==> config.mk <==
export PLATFORM = sky130hd
export DESIGN_NAME = imm_stage
export DESIGN_NICKNAME = d
export VERILOG_FILES = /design/src/rtl/imm_stage.sv
export SDC_FILE = /design/constraint.sdc
export NUM_CORES = 1
export LEC_CHECK = 0
export CORE_MARGIN = 8
export CORE_UTILIZATION = 53
export CTS_CLUSTER_SIZE = 28
export DETAILED_ROUTE_END_ITERATION = 6
export PLACE_DENSITY = 0.81
export SYNTH_ARGS = -nofsm -noshare
export SYNTH_HDL_FRONTEND = slang
export SYNTH_SLANG_ARGS = --single-unit
==> constraint.sdc <==
create_clock -name clk -period 4.8 [get_ports clk]
set_clock_uncertainty 0.15 [all_clocks]
set_input_delay 0.72 -clock clk [delete_from_list [all_inputs] [get_ports clk]]
set_output_delay 0.72 -clock clk [all_outputs]
set_load 0.05 [all_outputs]
==> src/rtl/imm_stage.sv <==
// imm_stage: decode-pipeline immediate generator. Extracts and extends the
// immediate for the selected format, forms pc + imm, flags illegal formats,
// and presents the result one cycle later on a valid/ready interface.
// SKID=1 uses a two-entry skid buffer with registered in_ready; SKID=0 uses a
// single output register with combinational in_ready.
module imm_stage #(
    parameter int XLEN = 32,
    parameter int SKID = 1
) (
    input  logic            clk,
    input  logic            rst_n,
    input  logic            in_flush,
    input  logic            in_valid,
    output logic            in_ready,
    input  logic [31:0]     in_instr,
    input  logic [2:0]      in_type,
    input  logic [XLEN-1:0] in_pc,
    output logic            out_valid,
    input  logic            out_ready,
    output logic [XLEN-1:0] out_imm,
    output logic [XLEN-1:0] out_target,
    output logic            out_illegal
);

    localparam logic [2:0] TYPE_I   = 3'b000;
    localparam logic [2:0] TYPE_S   = 3'b001;
    localparam logic [2:0] TYPE_B   = 3'b010;
    localparam logic [2:0] TYPE_U   = 3'b011;
    localparam logic [2:0] TYPE_J   = 3'b100;
    localparam logic [2:0] TYPE_Z   = 3'b101;
    localparam logic [2:0] TYPE_SH  = 3'b110;

    generate
        if (XLEN != 32 && XLEN != 64) begin : g_bad_xlen
            $error("imm_stage: XLEN must be 32 or 64");
        end
    endgenerate

    // ------------------------------------------------------------------
    // Immediate decode (combinational, ahead of the register)
    // ------------------------------------------------------------------
    logic [31:0]     imm32;        // immediate already extended to 32 bits
    logic            fill;         // value replicated above bit 31 when XLEN=64
    logic            illegal_dec;
    logic [XLEN-1:0] imm_ext;
    logic [XLEN-1:0] target_dec;

    // Opcode bits never affect the immediate; the format comes from in_type.
    logic unused_opcode;
    assign unused_opcode = ^in_instr[6:0];

    // Select the immediate layout for the requested format.
    always_comb begin
        imm32       = '0;
        fill        = 1'b0;
        illegal_dec = 1'b0;
        case (in_type)
            TYPE_I: begin
                imm32 = {{20{in_instr[31]}}, in_instr[31:20]};
                fill  = in_instr[31];
            end
            TYPE_S: begin
                imm32 = {{20{in_instr[31]}}, in_instr[31:25], in_instr[11:7]};
                fill  = in_instr[31];
            end
            TYPE_B: begin
                imm32 = {{19{in_instr[31]}}, in_instr[31], in_instr[7],
                         in_instr[30:25], in_instr[11:8], 1'b0};
                fill  = in_instr[31];
            end
            TYPE_U: begin
                imm32 = {in_instr[31:12], 12'b0};
                fill  = in_instr[31];
            end
            TYPE_J: begin
                imm32 = {{11{in_instr[31]}}, in_instr[31], in_instr[19:12],
                         in_instr[20], in_instr[30:21], 1'b0};
                fill  = in_instr[31];
            end
            TYPE_Z: begin
                imm32 = {27'b0, in_instr[19:15]};
            end
            TYPE_SH: begin
                imm32 = {26'b0, in_instr[25:20]};
                // A 6-bit shift amount is only meaningful on a 64-bit datapath.
                illegal_dec = (XLEN == 32) && in_instr[25];
            end
            default: begin
                imm32       = '0;
                illegal_dec = 1'b1;
            end
        endcase
    end

    // Widen to XLEN: low 32 bits from the decode, upper bits from fill.
    genvar gi;
    generate
        for (gi = 0; gi < XLEN; gi = gi + 1) begin : g_ext
            if (gi < 32) begin : g_lo
                assign imm_ext[gi] = imm32[gi];
            end else begin : g_hi
                assign imm_ext[gi] = fill;
            end
        end
    endgenerate

    // Target wraps modulo 2^XLEN by construction of the adder width.
    assign target_dec = in_pc + imm_ext;

    // ------------------------------------------------------------------
    // Output register and handshake
    // ------------------------------------------------------------------
    logic            in_xfer;
    logic            out_xfer;
    logic            valid_reg;
    logic [XLEN-1:0] main_imm_reg;
    logic [XLEN-1:0] main_target_reg;
    logic            main_illegal_reg;

    assign in_xfer     = in_valid && in_ready;
    assign out_xfer    = valid_reg && out_ready;

    assign out_valid   = valid_reg;
    assign out_imm     = main_imm_reg;
    assign out_target  = main_target_reg;
    assign out_illegal = main_illegal_reg;

    generate
        if (SKID != 0) begin : g_skid
            typedef enum logic [1:0] {
                ST_EMPTY = 2'd0,
                ST_ONE   = 2'd1,
                ST_FULL  = 2'd2
            } state_t;

            state_t          state_reg;
            logic            ready_reg;
            logic [XLEN-1:0] skid_imm_reg;
            logic [XLEN-1:0] skid_target_reg;
            logic            skid_illegal_reg;

            // in_ready comes from a flop; reset still forces it low.
            assign in_ready = rst_n && ready_reg;

            // Occupancy FSM: main register drains first, skid holds the
            // second entry taken while the consumer stalls.
            always_ff @(posedge clk) begin
                if (!rst_n) begin
                    state_reg        <= ST_EMPTY;
                    ready_reg        <= 1'b1;
                    valid_reg        <= 1'b0;
                    main_imm_reg     <= '0;
                    main_target_reg  <= '0;
                    main_illegal_reg <= 1'b0;
                    skid_imm_reg     <= '0;
                    skid_target_reg  <= '0;
                    skid_illegal_reg <= 1'b0;
                end else if (in_flush) begin
                    state_reg <= ST_EMPTY;
                    ready_reg <= 1'b1;
                    valid_reg <= 1'b0;
                end else begin
                    case (state_reg)
                        ST_EMPTY: begin
                            if (in_xfer) begin
                                main_imm_reg     <= imm_ext;
                                main_target_reg  <= target_dec;
                                main_illegal_reg <= illegal_dec;
                                valid_reg        <= 1'b1;
                                state_reg        <= ST_ONE;
                            end
                        end
                        ST_ONE: begin
                            if (in_xfer && out_xfer) begin
                                main_imm_reg     <= imm_ext;
                                main_target_reg  <= target_dec;
                                main_illegal_reg <= illegal_dec;
                            end else if (in_xfer) begin
                                skid_imm_reg     <= imm_ext;
                                skid_target_reg  <= target_dec;
                                skid_illegal_reg <= illegal_dec;
                                ready_reg        <= 1'b0;
                                state_reg        <= ST_FULL;
                            end else if (out_xfer) begin
                                valid_reg        <= 1'b0;
                                state_reg        <= ST_EMPTY;
                            end
                        end
                        ST_FULL: begin
                            if (out_xfer) begin
                                main_imm_reg     <= skid_imm_reg;
                                main_target_reg  <= skid_target_reg;
                                main_illegal_reg <= skid_illegal_reg;
                                ready_reg        <= 1'b1;
                                state_reg        <= ST_ONE;
                            end
                        end
                        default: begin
                            state_reg <= ST_EMPTY;
                            ready_reg <= 1'b1;
                            valid_reg <= 1'b0;
                        end
                    endcase
                end
            end
        end else begin : g_single
            // Accept whenever the register is free or being drained now.
            assign in_ready = rst_n && (!valid_reg || out_ready);

            // Single output register: load on accept, clear on drain.
            always_ff @(posedge clk) begin
                if (!rst_n) begin
                    valid_reg        <= 1'b0;
                    main_imm_reg     <= '0;
                    main_target_reg  <= '0;
                    main_illegal_reg <= 1'b0;
                end else if (in_flush) begin
                    valid_reg <= 1'b0;
                end else if (in_xfer) begin
                    valid_reg        <= 1'b1;
                    main_imm_reg     <= imm_ext;
                    main_target_reg  <= target_dec;
                    main_illegal_reg <= illegal_dec;
                end else if (out_xfer) begin
                    valid_reg <= 1'b0;
                end
            end
        end
    endgenerate

endmodule

==> out/qor.txt, run 1 <==
post-synthesis async set-or-reset flop share -> 0%
DR pass1 iterations -> 5
antenna violations before repair -> 0
PortBufs -> 131
TNS Setup -> 0 ns
I/O Pins -> 139
fmax -> 221 MHz
placed wire-length estimate -> 16100 um
endpoints failing setup -> 0
simple logic cell fraction of the synthesized area -> 19.9%
# Max-Cap Violations -> 0
Synth Register Bits -> 134
Mapped Cells -> 1011
WL/cell -> 17.6 um
Worst-Skew Late Latency -> 0.43 ns
Synth Area in XOR/XNOR -> 3.33%
CP Capture Type -> flop
GRT Total Usage -> 24.8%
CTS buffer count -> 17
area growth from synthesis to layout -> 27.6%
CP Launch Point -> in_type[2]
gp weighted congestion -> 0.925
Setup Buffers After CTS -> 0
Startpoint Class -> input pin
H-tree depth -> 4
grt ovf -> 0
global-route wire length before repair -> 36600 um
commonest non-fill, non-tap cell in the layout -> nand2_1
Placeable Area -> 13900 um2
DIE WIDTH -> 136 um
min Tclk post-route -> 4.52 ns
fin crit share -> 94.2%
hold path startpoint -> g_skid.skid_target_reg[22]
number of max-slew violations in the final report -> 0
final-report hold violation count -> 0
Die Ht -> 136 um
Post-synth EDFFs -> 0
CTS root buffer -> clkbuf_16
hold crit path type -> reg -> reg
outcome -> completed
diodes inserted -> 0
drt via density -> 5.88
Site Rows -> 43
Synth cell types -> 57
Final ANT Viol Nets -> 0
mean post-synth cell area -> 7.50 um2
vias in the first global route -> 7090
Die ar. -> 18400 um2
post-cts hold buffer count -> 0
DRC errors left -> 0
mux contribution to synthesized area -> 0.561%
post-CTS sizing -> 0
clock-pin slew on the worst setup and hold paths -> 0.06 ns
largest family of logic cells by synthesized area -> compound AO/OA/AOI/OAI gates
fin nets -> 1220
YS warnings -> 0
Critical Path RT -> 4.92 ns
reg2reg start -> g_skid.state_reg[1]
Synth Flop Type -> dfxtp_1
CTS sink cnt -> 134
Seq/Total Area, Yosys -> 35.4%
most frequent cells in the layout -> nand2_1 (213), dfxtp_1 (134), clkdlybuf4s50_1 (130), a21oi_1 (120), nor2_1 (57)
Slew @ Worst Pin -> 0.972 ns
Critical Path AT -> 4.64 ns
pin count of the biggest net entering global routing -> 81
Slew HR -> 35.2%
CTS tree -> yes
Post-Syn Area -> 7580 um2
layout cell share with drive strength beyond 1 -> 7.00%
WL final -> 23000 um
Starting Density -> 54.4%
Max VDD drop -> 0.000307 V
CP Max Fanout -> 9
leakage power -> 4.25 nW
Net Count, Synth -> 1115
routed vias -> 7692
RSZ-0062 raised after global routing -> false
placed cell area -> 9110 um2
drt initial violations -> 753
Layout Utilization -> 69.4%
post-synthesis adder-cell area fraction -> 5.38%
Crit Path Class -> in -> reg
Pwr Density -> 329 nW/um2
clk buf depth -> 2
Final Cell Area -> 9680 um2
compound-cell area share of the yosys netlist -> 29.6%
## cells in the mapped netlist (15+ instances only)
| cell | instances | share of area (%) |
|---|---|---|
| a21oi_1 | 121 | 8.0 |
| o211a_1 | 33 | 4.4 |
| o211ai_1 | 25 | 2.5 |
| nand2_1 | 214 | 11 |
| xnor2_1 | 15 | 1.7 |
| dfxtp_1 | 134 | 35 |
| clkbuf_1 | 72 | 3.6 |
| nand3_1 | 33 | 2.2 |
| nor2_1 | 57 | 2.8 |
| ha_1 | 31 | 5.1 |
| inv_1 | 38 | 1.9 |
| o21ai_0 | 53 | 3.5 |
| a21boi_0 | 23 | 2.3 |
## worst paths after layout
path              slack (ns)  depth (start not counted)                          to
setup reg to reg        1.76                          7                 out_illegal
hold / removal          0.30                          2  g_skid.skid_target_reg[22]
hold reg to reg         0.30                          2  g_skid.skid_target_reg[22]
setup / recovery        0.28                         15              out_target[27]
## metrics by stage
step           setup slack, ns  total power [W]  hold WS (ns)  std cells
4_1_cts                  0.417          0.00318         0.303       1308
6_report                 0.277          0.00318         0.303       1308
5_1_grt                  0.102          0.00330         0.317       1308
2_1_floorplan            0.515          0.00167         0.283       1011
3_5_place_dp            0.0285          0.00192         0.294       1277
3_3_place_gp            0.0755          0.00191         0.291       1277
## worst max-delay path, stage by stage
cell and delay, ns:
clkdlybuf4s50_1 0.50, buf_4 0.21, o21ai_0 0.53, and3_1 0.39, ha_1 0.34, a21oi_1 0.16
o221ai_1 0.20, a22o_1 0.25, a311o_1 0.33, a21oi_2 0.18, o211ai_2 0.11, buf_4 0.16
a21oi_1 0.19, xor2_1 0.26, a311oi_1 0.12
## cells by family after synthesis
family / after synthesis
compound gates: 340
xor+xnor: 28
fa+ha+maj: 32
buf+inv: 117
flops: 134
mux: 4
simple gates: 356
## power by group
| part | switching (W) | leakage, nW | internal, W |
|---|---|---|---|
| clock network | 0.000483 | 0.280 | 0.000784 |
| logic | 0.000456 | 2.88 | 0.000297 |
| registers | 0.0000172 | 1.09 | 0.00114 |
| total | 0.000956 | 4.25 | 0.00222 |
## per-layer routing
layer,global-route usage [%],routed length (um),up-vias
li1,-,-,3758
met1,32.0,10100,3525
met2,38.5,10300,371
met3,7.49,2190,38
met4,7.90,416,0
met5,0,0,-
## cell type report
cell class	count	area, um2
clock buffers	22	464
clock inverters	9	101
fillers	1151	4260
inverters	39	146
multi-input cells	760	4480
flip-flops and latches	134	2680
well taps	180	225
repair buffers	164	1580
(Power assumes the default switching activity.)
==> run 2: changes to the inputs <==
Settings changed: CAP_MARGIN set to 15, HOLD_SLACK_MARGIN set to 0.08.
==> results of run 2 <==
Same layout as run 1: the final DEF is identical, and so are final timing and power.
